--- src/rtl/dpa_fb_scanout.sv ---
// ---------------------------------------------------------------------------
// dpa_fb_scanout
//   Display-side reader of the DPA framebuffer. Shares the image-memory read
//   port through a req/gnt handshake, prefetches pixels into a small FIFO and
//   emits them in raster order together with de/hsync/vsync timing.
//
// Ports
//   clk       : clock, all logic on the rising edge
//   reset     : asynchronous, active-low reset
//   en        : scan-out enable; low parks the raster and the fetch engine
//   fb_base   : framebuffer base word address, sampled at frame start only
//   mem_req   : read request to the image-memory arbiter
//   mem_gnt   : grant; a read is accepted on a cycle with mem_req && mem_gnt
//   mem_a     : read address (0 while mem_req is low)
//   mem_q     : read data, valid exactly one cycle after acceptance
//   de        : pixel valid (active area), registered
//   hsync     : line sync, active high, registered
//   vsync     : frame sync, active high, registered
//   pix       : pixel {R,G,B}, 0 whenever de is 0
//   underrun  : sticky, a pixel was due while the FIFO was empty
// ---------------------------------------------------------------------------
module dpa_fb_scanout #(
  parameter int FB_W       = 256,
  parameter int FB_H       = 256,
  parameter int HBLANK     = 16,
  parameter int VBLANK     = 8,
  parameter int FIFO_DEPTH = 8
) (
  input  logic        clk,
  input  logic        reset,
  input  logic        en,
  input  logic [19:0] fb_base,
  output logic        mem_req,
  input  logic        mem_gnt,
  output logic [19:0] mem_a,
  input  logic [23:0] mem_q,
  output logic        de,
  output logic        hsync,
  output logic        vsync,
  output logic [23:0] pix,
  output logic        underrun
);

  localparam int H_TOT   = FB_W + HBLANK;
  localparam int V_TOT   = FB_H + VBLANK;
  localparam int PIX_TOT = FB_W * FB_H;
  localparam int HW      = $clog2(H_TOT);
  localparam int VW      = $clog2(V_TOT);
  localparam int CW      = $clog2(PIX_TOT + 1);
  localparam int AW      = $clog2(FIFO_DEPTH);
  localparam int OW      = AW + 1;

  // -------------------------------------------------------------------------
  // Raster counters. Parked at (0, FB_H) so that the first enabled cycle is
  // always a frame start and the whole vertical blank is available to
  // prefetch before the first active line.
  // -------------------------------------------------------------------------
  logic [HW-1:0] h_cnt;
  logic [VW-1:0] v_cnt;
  logic          h_last;
  logic          v_last;
  logic          de_n;
  logic          hsync_n;
  logic          vsync_n;
  logic          frame_start;

  assign h_last      = (int'(h_cnt) == H_TOT - 1);
  assign v_last      = (int'(v_cnt) == V_TOT - 1);
  assign de_n        = (int'(h_cnt) < FB_W) && (int'(v_cnt) < FB_H);
  assign hsync_n     = (int'(h_cnt) >= FB_W) && (int'(h_cnt) < FB_W + 4);
  assign vsync_n     = (int'(v_cnt) == FB_H);
  assign frame_start = en && (h_cnt == '0) && (int'(v_cnt) == FB_H);

  always_ff @(posedge clk or negedge reset) begin
    if (!reset) begin
      h_cnt <= '0;
      v_cnt <= VW'(FB_H);
    end else if (!en) begin
      h_cnt <= '0;
      v_cnt <= VW'(FB_H);
    end else if (h_last) begin
      h_cnt <= '0;
      v_cnt <= v_last ? '0 : v_cnt + VW'(1);
    end else begin
      h_cnt <= h_cnt + HW'(1);
    end
  end

  // -------------------------------------------------------------------------
  // Fetch engine. fetch_cnt == PIX_TOT means idle (frame fully fetched or
  // not yet started). pend marks a read accepted last cycle whose data is on
  // mem_q now; there is never more than one since data returns next cycle.
  // Counting pend against FIFO room guarantees the push always fits.
  // -------------------------------------------------------------------------
  logic [19:0]   fetch_addr;
  logic [CW-1:0] fetch_cnt;
  logic          pend;
  logic [OW-1:0] occ;
  logic          fetch_more;
  logic          room;
  logic          accept;

  assign fetch_more = (int'(fetch_cnt) < PIX_TOT);
  assign room       = (int'(occ) + (pend ? 1 : 0)) < FIFO_DEPTH;
  assign mem_req    = en && fetch_more && room;
  assign accept     = mem_req && mem_gnt;
  // fetch_addr only moves on acceptance, so the address holds while waiting
  assign mem_a      = mem_req ? fetch_addr : '0;

  always_ff @(posedge clk or negedge reset) begin
    if (!reset) begin
      fetch_addr <= '0;
      fetch_cnt  <= CW'(PIX_TOT);
      pend       <= 1'b0;
    end else if (!en) begin
      fetch_cnt  <= CW'(PIX_TOT);
      pend       <= 1'b0;
    end else if (frame_start) begin
      // Base is sampled here only; a read accepted in this cycle belongs to
      // the previous frame and is dropped by clearing pend.
      fetch_addr <= fb_base;
      fetch_cnt  <= '0;
      pend       <= 1'b0;
    end else begin
      pend <= accept;
      if (accept) begin
        fetch_addr <= fetch_addr + 20'd1;
        fetch_cnt  <= fetch_cnt + CW'(1);
      end
    end
  end

  // -------------------------------------------------------------------------
  // Prefetch FIFO. Pop decisions use the occupancy at the start of the cycle,
  // so a same-cycle push into an empty FIFO is not bypassed to the output.
  // -------------------------------------------------------------------------
  logic [23:0]   fifo_mem [FIFO_DEPTH];
  logic [AW-1:0] wr_ptr;
  logic [AW-1:0] rd_ptr;
  logic          push;
  logic          pop;
  logic          starve;

  assign push   = pend;
  assign pop    = en && de_n && (occ != '0);
  assign starve = en && de_n && (occ == '0);

  always_ff @(posedge clk) begin
    if (push) begin
      fifo_mem[wr_ptr] <= mem_q;
    end
  end

  always_ff @(posedge clk or negedge reset) begin
    if (!reset) begin
      wr_ptr <= '0;
      rd_ptr <= '0;
      occ    <= '0;
    end else if (!en || frame_start) begin
      // Flushing realigns the pixel stream after any underrun
      wr_ptr <= '0;
      rd_ptr <= '0;
      occ    <= '0;
    end else begin
      if (push) begin
        wr_ptr <= wr_ptr + AW'(1);
      end
      if (pop) begin
        rd_ptr <= rd_ptr + AW'(1);
      end
      case ({push, pop})
        2'b10:   occ <= occ + OW'(1);
        2'b01:   occ <= occ - OW'(1);
        default: occ <= occ;
      endcase
    end
  end

  // -------------------------------------------------------------------------
  // Registered video outputs: one cycle behind the raster counters.
  // -------------------------------------------------------------------------
  always_ff @(posedge clk or negedge reset) begin
    if (!reset) begin
      de       <= 1'b0;
      hsync    <= 1'b0;
      vsync    <= 1'b0;
      pix      <= '0;
      underrun <= 1'b0;
    end else begin
      de    <= en && de_n;
      hsync <= en && hsync_n;
      vsync <= en && vsync_n;
      pix   <= pop ? fifo_mem[rd_ptr] : 24'h0;
      if (!en) begin
        underrun <= 1'b0;
      end else if (starve) begin
        underrun <= 1'b1;
      end
    end
  end

  // Occupancy plus outstanding read never exceeds the FIFO, so a push can
  // never land in a full FIFO without a matching pop.
  a_no_overflow : assert property (@(posedge clk) disable iff (!reset)
    !(push && !pop && (int'(occ) == FIFO_DEPTH)));

  a_credit_bound : assert property (@(posedge clk) disable iff (!reset)
    (int'(occ) + (pend ? 1 : 0)) <= FIFO_DEPTH);

endmodule

--- config.mk ---
export PLATFORM = sky130hd
export DESIGN_NAME = dpa_fb_scanout
export DESIGN_NICKNAME = d
export VERILOG_FILES = /design/src/rtl/dpa_fb_scanout.sv
export SDC_FILE = /design/constraint.sdc
export NUM_CORES = 1
export LEC_CHECK = 0
export ABC_AREA = 1
export BUFFER_PORTS_ARGS = -buffer_cell sky130_fd_sc_hd__buf_2
export CAP_MARGIN = 20
export CORE_MARGIN = 1
export CORE_UTILIZATION = 65
export CTS_CLUSTER_SIZE = 16
export DETAILED_ROUTE_END_ITERATION = 8
export PLACE_DENSITY = 0.9
export SLEW_MARGIN = 20
export SYNTH_ARGS = -nofsm -noshare
export SYNTH_HDL_FRONTEND = slang
export SYNTH_SLANG_ARGS = --single-unit
--- constraint.sdc ---
create_clock -name clk -period 6.1 [get_ports clk]
set_clock_uncertainty 0.15 [all_clocks]
set_input_delay 0.305 -clock clk [delete_from_list [all_inputs] [get_ports clk]]
set_output_delay 0.305 -clock clk [all_outputs]
set_load 0.005 [all_outputs]
## Word-level counts from Yosys, hierarchy flattened

Memories as Yosys holds them, arrays and structs flattened.
Index checks and enable logic that the tools add are counted.

- Word-level logic and storage cells: 84
- Memories: 1
- Bits in writable memories: 192
- Register bits: 94

- $lt $le $gt $ge: 6
- Equality and inequality tests: 8
- Muxes and demuxes: 25
- $add $sub $neg: 9
- Reductions and logical operators: 22

Memory list:

| name | words | width | read ports | clocked after Yosys merged registers in | wr ports | line | RTL |
|---|---|---|---|---|---|---|---|
| fifo_mem | 8 | 24 | 1 | 0 | 1 | 137 | `logic [23:0] fifo_mem [FIFO_DEPTH];` |

Operator list:

| kind | number |
|---|---|
| 20-bit 2-to-1 mux | 3 |
| 17-bit 2-to-1 mux | 3 |
| 9-bit 2-to-1 mux | 5 |
| 9-bit == test (second input constant) | 3 |
| 9-bit < comparator (second input constant) | 3 |
| 24-bit 2-to-1 mux | 1 |
| 20-bit by 1-bit adder with 20-bit output (second input constant) | 1 |
| 9-bit by 1-bit adder with 9-bit output (second input constant) | 2 |
| 17-bit by 1-bit adder with 17-bit output (second input constant) | 1 |
| 17-bit < comparator (second input constant) | 1 |
| 1-bit logical AND | 12 |
| 3-bit 2-to-1 mux | 4 |
| 9-bit >= comparator (second input constant) | 1 |
| 9-bit zero test | 1 |
| 4-bit one-hot mux with 2 select lines | 1 |
| 1-bit 2-to-1 mux | 7 |
| 3-bit by 1-bit adder with 3-bit output (second input constant) | 2 |
| 2-bit nonzero test | 3 |
| 4-bit by 1-bit adder with 5-bit output | 1 |
| 5-bit by 4-bit < comparator with 1-bit output (second input constant) | 1 |
| 4-bit by 1-bit adder with 4-bit output (second input constant) | 1 |
| 4-bit zero test | 1 |
| 4-bit 2-to-1 mux | 1 |
| 2-bit by 1-bit != test with 1-bit output (second input constant) | 2 |
| 9 further kinds | 9 |

## Logic depth before layout (Yosys ltp)

Gate-level depths: netlist of the first run.

- Word-level depth: 8
- Gate-level depth with buffers: 16
- Gate-level depth less buffers: 14

## Least setup slack after synthesis of the first run

No wires, ideal clock.

- Kind: reg-to-reg
- Start point: register pend
- End point: memory fifo_mem[0][0], enable pin
- Cell stages (with the launch flop): 4
- Clock period less this slack: 2409 ps
- Arrival: 1854 ps
- Setup slack: 3691 ps
- Cells stage by stage: dfrtp_1 > inv_1 > or2_2 > nor2_1

- Longest elaborated chain between the ends: 2

Ends and longest elaborated chain:

| element | line | RTL |
|---|---|---|
| from (decl) | 97 | `logic pend;` |
| from (signal assigned) | 125 | `pend <= accept;` |
| 1-bit 2-to-1 mux | 149 | `if (push) begin` |
| 1-bit 2-to-1 mux (not written as such) | 150 | `fifo_mem[wr_ptr] <= mem_q;` |
| to (decl) | 137 |  |

No other way between the ends.

## Worst setup path in the final report of the first run

- Start point: input en
- End point: register occ[2]

- Longest elaborated chain between the ends: 5
- Elaborated cells on any way between the ends: 11

Ends and longest elaborated chain:

| element | line | RTL |
|---|---|---|
| from (decl) | 31 | `input logic en,` |
| 1-bit logical AND (2 in series) | 145 | `assign pop = en && de_n && (occ != '0);` |
| 2-bit by 1-bit == test with 1-bit output or 2-bit == test (tied branches) | 171 | `case ({push, pop})` |
| 4-bit one-hot mux with 2 select lines | 171 |  |
| 4-bit 2-to-1 mux | 159 | `end else if (!en \|\| frame_start) begin` |
| to (signal assigned) | 172 | `2'b10: occ <= occ + OW'(1);` |
| to (signal assigned) | 173 | `2'b01: occ <= occ - OW'(1);` |
| to (decl) | 98 | `logic [OW-1:0] occ;` |

Several ways; a longest one is shown, not always the timed one.
A chain may end at the register's enable or synchronous reset.

==> results of run 1 <==
==> worst register-to-register path, cell delays in order, from the launching register on <==
cell	delay (ns)
dfrtp_2	0.35
buf_4	0.76
inv_2	0.31
buf_4	0.42
o21ai_0	0.36
o21ai_0	0.15
o21ai_0	0.24
nor2_1	0.10
==> metrics by stage <==
step | hold slack, ns | utilization [%] | cell area (µm²) | cells
after global placement | 0.1710 | 70.21 | 13180 | 1553
final | 0.02273 | 77.68 | 14580 | 1652
after CTS | 0.01217 | 77.67 | 14580 | 1651
after floorplan | -0.1406 | - | 12500 | 1260
after detailed placement | 0.1734 | 70.21 | 13180 | 1553
after global routing | 0.06057 | 77.67 | 14580 | 1651
==> flip-flops by register name, indices dropped and copies added (netlist names) <==
name,flops
v_cnt,9
wr_ptr,3
underrun,1
fifo_mem,192
fetch_addr,20
occ,4
vsync,1
de,1
pend,1
h_cnt,9
pix,24
rd_ptr,3
hsync,1
fetch_cnt,17
==> kinds of logic after synthesis <==
family / Yosys count
DFF: 286
adders and majority gates: 11
AOI/OAI and AO/OA: 209
xor gates and xnor gates: 9
and+or+nand+nor: 595
buffers and inverters: 150
==> routing by layer <==
| metal | part of all wire [%] | vias up | track usage (%) |
|---|---|---|---|
| met4 | 2.8 | 0 | 12.30 |
| met3 | 8.3 | 81 | 5.401 |
| met1 | 38 | 4643 | 38.14 |
| met2 | 51 | 537 | 54.65 |
| met5 | 0 | - | 0 |
| li1 | - | 4520 | - |
==> area by class of cell <==
cell class / count / area [µm²]
Inverter: 100 / 375.4
Clock inverter: 22 / 202.7
Tap cell: 234 / 292.8
Clock buffer: 32 / 757.0
Multi-Input combinational cell: 824 / 3805
Antenna cell: 1 / 2.502
Timing Repair Buffer: 153 / 1021
Sequential cell: 286 / 8123
Fill cell: 1134 / 4189
==> cells in the final DEF (no fill, tap or decap), types with 3 or more instances in the layout <==
cell type and count:
edfxtp_1 192, o21ai_1 13, o21ai_0 144, nor3_1 3, clkinvlp_4 4, clkinv_1 4
inv_1 94, nor2_1 297, xor2_1 8, clkinv_4 3, or2_2 3, ha_1 11
o32ai_1 24, buf_2 95, clkbuf_16 29, nand2_1 200, a21oi_1 22, inv_2 6
buf_4 14, clkinv_2 7, dfrtp_1 90, dlygate4sd3_1 44, nand3_1 57, nor2_2 9
nand4_1 17
==> path summary, 6_finish.rpt <==
check	start	slack [ns]	endpoint
worst max-delay path	en	3.13	occ[2]
worst min-delay path	fb_base[17]	0.02	fetch_addr[17]
worst max register to register	rd_ptr[0]	3.16	pix[20]
worst min register to register	h_cnt[7]	0.31	h_cnt[7]
max in group asynchronous	reset	4.54	fetch_addr[5]
min in group asynchronous	reset	0.12	v_cnt[5]
==> power by group through the flow <==
stage	Clock (W)	Combinational [W]	Sequential [W]
floorplan	0	0.000219	0.00223
global placement	0	0.000301	0.00224
detailed placement	0	0.000313	0.00225
CTS	0.00176	0.000339	0.00221
global route	0.00185	0.000396	0.00222
finish	0.00176	0.000344	0.00221
==> metrics.cfg, run 1 <==
[status]
status = complete, no violations

[worst_setup_path]
critical_path.most_common_cell = nand2_1
path_delay_family = buffers and inverters
arrival_ns = 3.29
worstPathMaxFanout = 28
cpMaxStageDelayCell = dlygate4sd3_1
critPathRequiredTime_ns = 6.42
max_stage_delay_ns = 0.53
crit_chain = dlygate4sd3_1 -> buf_2 -> inv_2 -> nor3_2 -> nand2_1 -> inv_2 -> ha_1 -> nand2_1 -> inv_1 -> nor2_1 -> ha_1 -> a21oi_1 -> xnor2_1 -> nand2_1 -> a21oi_1
rr_worst_depth = 7
cp_num_buf_inv = 5
critPathLaunchType = input port
crit_cells = 15
crit_type = in -> reg
end_kind = register

[yosys]
ys_ff_latch = 286
synthArstFlopShare_pct = 32.87
synth.avg_cell_area_um2 = 9.923
synthAdderAreaFrac_pct = 1.101
synth_top_family_by_area = simple AND/OR/NAND/NOR gates
synth_compound_area_share_pct = 9.216
synth_area_leaders = edfxtp_1, dfrtp_1, nor2_1
synthDistinctLibCells = 36
ys_seq_area_share_pct = 64.95
syn_area_um2 = 12500
synth_xor_xnor_area_share_pct = 0.6304
ys.warnings.count = 0
yosys.area.top_type = edfxtp_1
ys.flop_type = edfxtp_1
synth_edf_count = 192
synth_nets = 1319
synthSimpleGateAreaFrac_pct = 19.32
netlist_instances = 1260
netlist.area_leader.share_pct = 46.11
yosysMostFrequentCell = nor2_1
synth_mux_area_share_pct = 0
synthTopCellsByCount = nor2_1, nand2_1, edfxtp_1, o21ai_0, inv_1

[floorplanning]
die_area_um2 = 19800
initial_core_util_pct = 66.62
die_w_um = 140.7
core.rowCount = 50
ios = 97
die_h_um = 140.7
coreArea_um2 = 18770

[timing]
hold_violations = 0
tns_ns = 0
worst_pin_slew_ns = 1.002
finalCriticalPeriod_ns = 2.969
max_clock_freq_mhz = 336.9
slew_headroom_pct = 33.22
setup_viol = 0
grt_setup_unrepaired = false
drv_slew = 0
fin_crit_sh_pct = 48.67
fin_ws_ns = 3.131

[clock_network]
cts_setup_buffers = 0
cts_buffer_depth = 3
numCtsBuffers = 29
clkTransAtPathRegs_ns = 0.06
cts-resized-gates = 0
cts-root-buf = clkbuf_16
clkLatencyLatePin_ns = 0.56
clkSinkCount = 286
hold_buffers = 44
h-tree-depth = 1
cts_tree = yes

[route]
routed_via_density = 5.921
detail_route.wl_per_cell_um = 17.97
drtIter0Drc = 950
num_vias = 9781
drtAntennaViolNets = 0
totalWireLength_um = 29690
dr.pass1.iters = 6
drc_errors = 0

[power_and_ir_drop]
comb_power_share_pct = 8.0
p_total_w = 0.004310
swShare_pct = 24.51
internal_power_w = 0.003254
p_seq_share_pct = 51.3
p_leak_nw = 6.055
clockPowerShare_pct = 40.8
ir_drop_mv = 0.3197
p_sw_w = 0.001056
p_per_area_nw_per_um2 = 295.6

[flow_run]
drv_cap = 0

[placement]
place_congestion = 0.9059
post-dp-hpwl_um = 16920
pre_cts_slack_ns = 3.121
io_buffers = 96

[global_routing]
overflow = 0
grtUsageTotal_pct = 30.98
grt_pass1_vias = 9675
antenna_found_initial = 0
grt_max_degree = 101
grt_pass1_wl_um = 48000

[min_path]
hold_class = in -> reg
min_path_cells = 5

[finish]
area.growth.synth_to_final_pct = 16.60
drive_above_1_share_pct = 13.20
nets = 1453

(Power assumes the default switching activity.)
==> inputs of run 2 (changes only) <==
- CORE_UTILIZATION: 65 -> 54
- PLACE_DENSITY: 0.9 -> 0.81
- clock period: 6.1 -> 2.7 ns (I/O delays scaled with it)
==> run 2 against run 1 <==
The run now ends with negative hold slack left. Worst hold slack lost 0.030 ns. Clock-buffer cell count grew 7. Highest routed layer unchanged. Utilization shrank 13 points. Non-clock buffer count grew 8. Critical path type is now reg -> out.
==> metrics.cfg, run 2 (same netlist as run 1, synthesis figures left out) <==
[status]
status = finished with violations
violations = negative hold slack

[worst_setup_path]
rr_worst_depth = 12
rrSetupSlack_ns = 0.29
timing.rr.end = occ[2]
end_kind = output pin
crit_type = reg -> out
cp_num_buf_inv = 1
arrival_ns = 2.18
cpMaxStageDelayCell = nand2_1
crit_chain = nand4_1 -> nand2_1 -> nor2_1 -> buf_2
worstPathMaxFanout = 21
max_stage_delay_ns = 0.62
path_delay_family = simple AND/OR/NAND/NOR gates
critPathRequiredTime_ns = 2.41
reg2reg_from = h_cnt[8]
critPathLaunchType = register

[timing]
tns_ns = 0
finalCriticalPeriod_ns = 2.469
worst_pin_slew_ns = 0.8469
hold_violations = 2
max_clock_freq_mhz = 404.9
drv_slew = 0
whs_ns = -0.007565
grt_setup_unrepaired = false
setup_viol = 0
slew_headroom_pct = 43.48
fin_crit_sh_pct = 91.46

[finish]
nets = 1461
diodes = 0
final_cell_mix = nor2_1, nand2_1, edfxtp_1, o21ai_0, buf_2
area.growth.synth_to_final_pct = 17.57
fin_area_um2 = 14700
largest_register_ffs = 192
reg_top3 = fifo_mem (192), pix (24), fetch_addr (20)
drive_above_1_share_pct = 13.05
final_common_cell = nor2_1
largest-register = fifo_mem
utilization_pct = 64.93

[route]
totalWireLength_um = 28510
drtIter0Drc = 901
drc_errors = 0
drtAntennaViolNets = 0
num_vias = 9512
dr.pass1.iters = 5
routed_via_density = 5.563
detail_route.wl_per_cell_um = 16.67

[clock_network]
clkSinkCount = 286
cts_tree = yes
clkLatencyLatePin_ns = 0.57
clkTransAtPathRegs_ns = 0.06
cts_buffer_depth = 3
cts-root-buf = clkbuf_16
h-tree-depth = 1
numCtsBuffers = 29

[placement]
place_congestion = 0.9067
dpl-instance-area_um2 = 13340
io_buffers = 96
post-dp-hpwl_um = 16110

[global_routing]
grt_pass1_wl_um = 45630
antenna_found_initial = 0
grt_pass1_vias = 9138
overflow = 0
grtUsageTotal_pct = 24.31
grt_max_degree = 100

[floorplanning]
initial_core_util_pct = 55.23
coreArea_um2 = 22640
core.rowCount = 55
die_area_um2 = 23770
die_h_um = 154.2
die_w_um = 154.2
ios = 97

[power_and_ir_drop]
p_per_area_nw_per_um2 = 648.5
ir_drop_mv = 0.7490
p_leak_nw = 6.070

[flow_run]
drv_cap = 0

[min_path]
hold_class = in -> async

-- run 2: how the worst max path moves through the flow --
| stage | from | end | slack (ns) | cells after the start |
|---|---|---|---|---|
| 2_1_floorplan | pend | fifo_mem[0][0] | 0.29 | 3 |
| 3_3_place_gp | h_cnt[8] | occ[2] | 0.44 | 12 |
| 3_5_place_dp | h_cnt[8] | occ[2] | 0.31 | 12 |
| 4_1_cts | pend | mem_a[12] | 0.22 | 4 |
| 5_1_grt | occ[3] | mem_a[12] | 0.08 | 4 |
| 6_report | pend | mem_a[12] | 0.23 | 4 |
-- run 2: metrics by stage --
stage / cells / worst slack (ns) / total power (W) / hold slack, ns
after floorplan: 1260 / 0.2912 / 0.005526 / -0.3106
after global placement: 1609 / 0.4361 / 0.005760 / 0.03048
after detailed placement: 1609 / 0.3108 / 0.005799 / 0.04431
after CTS: 1710 / 0.2242 / 0.009544 / 0.009833
after global routing: 1710 / 0.07842 / 0.009873 / 0.05789
final: 1710 / 0.2305 / 0.009534 / -0.007565
-- run 2: worst register-to-register path, cell delays in order, from the launching register on --
cell and delay, ns:
dfrtp_1 0.42, nor3_2 0.26, nand2_1 0.16, inv_2 0.19, ha_1 0.29, nand2_1 0.08, inv_1 0.07, nor2_1 0.05
ha_1 0.17, a21oi_1 0.16, xnor2_1 0.14, nand2_1 0.06, a21oi_1 0.12
-- run 2: repair_timing --
item,in CTS,in global routing
gates resized for setup,0,0
hold buffers,47,0
setup buffers,0,0
hold endpoints to repair,321,0
-- run 2: metal layers --
| layer | track usage (%) | up-vias | share of wire (%) | wire length (µm) |
|---|---|---|---|---|
| li1 | - | 4528 | - | - |
| met1 | 30.92 | 4516 | 41 | 11610 |
| met2 | 42.40 | 400 | 49 | 14110 |
| met3 | 3.777 | 68 | 7.2 | 2059 |
| met4 | 8.429 | 0 | 2.6 | 737 |
| met5 | 0 | - | 0 | 0 |
-- run 2: cell type report --
type                            count  area [µm²]
Timing Repair Buffer              161        1151
Tap cell                          285       356.6
Inverter                          100       375.4
Multi-Input combinational cell    824        3805
Fill cell                        1669        7940
Sequential cell                   286        8123
Clock buffer                       39       783.3
Clock inverter                     15       106.4
-- run 2: report_power, final --
group | internal [W] | switching (W)
clock | 0.00205 | 0.00170
sequential | 0.00482 | 0.000172
combinational | 0.000296 | 0.000490
total | 0.00717 | 0.00236
==> inputs of run 3 (changes only) <==
- PLACE_DENSITY: 0.81 -> unset
- PLACE_DENSITY_LB_ADDON: unset -> 0.12
==> run 3 against run 2 <==
The run now ends clean. Global-route usage fell by 0.36 points. Register-to-register slack gained 0.04 ns. Routed wire length decreased by 3.9%. Worst setup slack got worse by 0.040 ns. Sequential power barely moved. Clock-buffer cell count is the same. Combinational power is 1% lower. First-iteration DRC count is 38% lower. Cell count increased by 0.23%. Critical endpoint is now mem_a[11]. Highest routed layer unchanged.
==> metrics.cfg, run 3 (same netlist as run 1, synthesis figures left out) <==
[worst_setup_path]
crit_chain = nor3_2 -> nand2_1 -> nor2_1 -> buf_2
critPathRequiredTime_ns = 2.41
crit_type = reg -> out
cpMaxStageDelayCell = nand2_1
worstPathMaxFanout = 21
max_stage_delay_ns = 0.49
critPathLaunchType = register
end_kind = output pin
arrival_ns = 2.22

[global_routing]
grtUsageTotal_pct = 23.95
grt_pass1_wl_um = 45030
overflow = 0
antenna_found_initial = 0
grt_max_degree = 100
grt_pass1_vias = 8769

[floorplanning]
coreArea_um2 = 22640
ios = 97
core.rowCount = 55
die_area_um2 = 23770
die_w_um = 154.2
die_h_um = 154.2
initial_core_util_pct = 55.23

[power_and_ir_drop]
p_seq_share_pct = 51.2
clockPowerShare_pct = 40.8
comb_power_share_pct = 8.0
p_leak_nw = 6.142
ir_drop_mv = 0.6803
p_per_area_nw_per_um2 = 657.6
p_total_w = 0.009749
internal_power_w = 0.007476
swShare_pct = 23.31
p_sw_w = 0.002273

[placement]
place_congestion = 0.8746
io_buffers = 96
dpl.cell_count = 1611
post-dp-hpwl_um = 16020
dpl-instance-area_um2 = 13370

[timing]
slew_headroom_pct = 43.06
finalCriticalPeriod_ns = 2.510
max_clock_freq_mhz = 398.5
drv_slew = 0
setup_viol = 0
hold_violations = 0
tns_ns = 0
grt_setup_unrepaired = false
worst_pin_slew_ns = 0.8531
fin_crit_sh_pct = 92.95

[clock_network]
h-tree-depth = 1
clkLatencyLatePin_ns = 0.55
clkSinkCount = 286
cts-resized-gates = 0
cts-root-buf = clkbuf_16
numCtsBuffers = 29
clkTransAtPathRegs_ns = 0.06
cts_tree = yes
cts_buffer_depth = 3

[route]
totalWireLength_um = 27400
drtAntennaViolNets = 0
drtIter0Drc = 561
detail_route.wl_per_cell_um = 15.99
drc_errors = 0
routed_via_density = 5.328
num_vias = 9132
dr.pass1.iters = 5

[min_path]
hold_class = in -> reg

[finish]
drive_above_1_share_pct = 13.23
largest_register_ffs = 192
fin_area_um2 = 14820
final_cells = 1714
final_cell_mix = nor2_1, nand2_1, edfxtp_1, o21ai_0, buf_2
area.growth.synth_to_final_pct = 18.56
largest-register = fifo_mem
diodes = 0
final_common_cell = nor2_1
nets = 1465
reg_top3 = fifo_mem (192), pix (24), fetch_addr (20)

[flow_run]
drv_cap = 0

[status]
status = complete, no violations

[run 3: changes by cell type in the layout (fill, tap and decap cells not counted), sizes merged]
cell / previous run / this run
clkinvlp: 5 / 1
buf: 114 / 117
bufinv: 0 / 3
clkinv: 9 / 10
dlygate4sd3: 47 / 48
[run 3: metrics by stage]
| stage | worst slack [ns] | hold slack (ns) | util, % |
|---|---|---|---|
| 2_1_floorplan | 0.2912 | -0.3106 | - |
| 3_3_place_gp | 0.4314 | -0.05942 | 59.04 |
| 3_5_place_dp | 0.3353 | -0.04937 | 59.04 |
| 4_1_cts | 0.1539 | 0.2179 | 65.48 |
| 5_1_grt | 0.03681 | 0.2201 | 65.48 |
| 6_report | 0.1904 | 0.2397 | 65.48 |
[run 3: layer usage]
layer  track usage, %  part of all wire [%]
met1            31.88                    44
met2            41.56                    49
met3            3.467                   5.2
met5                0                     0
met4            5.714                   1.9
[run 3: final cells by class]
cell class	count	area, µm²
clock buffer	39	793.3
clock inverter	15	162.7
fill	1797	7816
inverter	100	375.4
multi-input combinational	824	3805
sequential	286	8123
tap	285	356.6
timing repair buffer	165	1209
[run 3: final timing paths]
kind,to,cells after the start,slack [ns],start
max in group asynchronous,rd_ptr[0],4,1.46,reset
min reg2reg,h_cnt[0],1,0.35,h_cnt[0]
min in group asynchronous,fetch_cnt[16],3,0.53,reset
min,fifo_mem[5][5],2,0.24,mem_q[5]
max reg2reg,occ[2],12,0.33,h_cnt[8]
max,mem_a[11],4,0.19,occ[3]
[run 3: worst max-delay path: cells and delay by family (launching register included)]
family | cells | cell delay [ns]
and+or+nand+nor | 3 | 1.08
buffers and inverters | 1 | 0.17
DFF | 1 | 0.43
[run 3: what timing repair did]
action	in CTS	in global routing
hold endpoints to repair	322	0
hold buffers	49	0
buffers inserted	0	0
[run 3: power groups by stage]
stage | logic (W) | clock network [W] | registers [W]
2_1_floorplan | 0.000495 | 0 | 0.00503
3_5_place_dp | 0.000715 | 0 | 0.00508
5_1_grt | 0.000908 | 0.00422 | 0.00501
6_report | 0.000776 | 0.00398 | 0.00499
3_3_place_gp | 0.000702 | 0 | 0.00507
4_1_cts | 0.000778 | 0.00406 | 0.00499
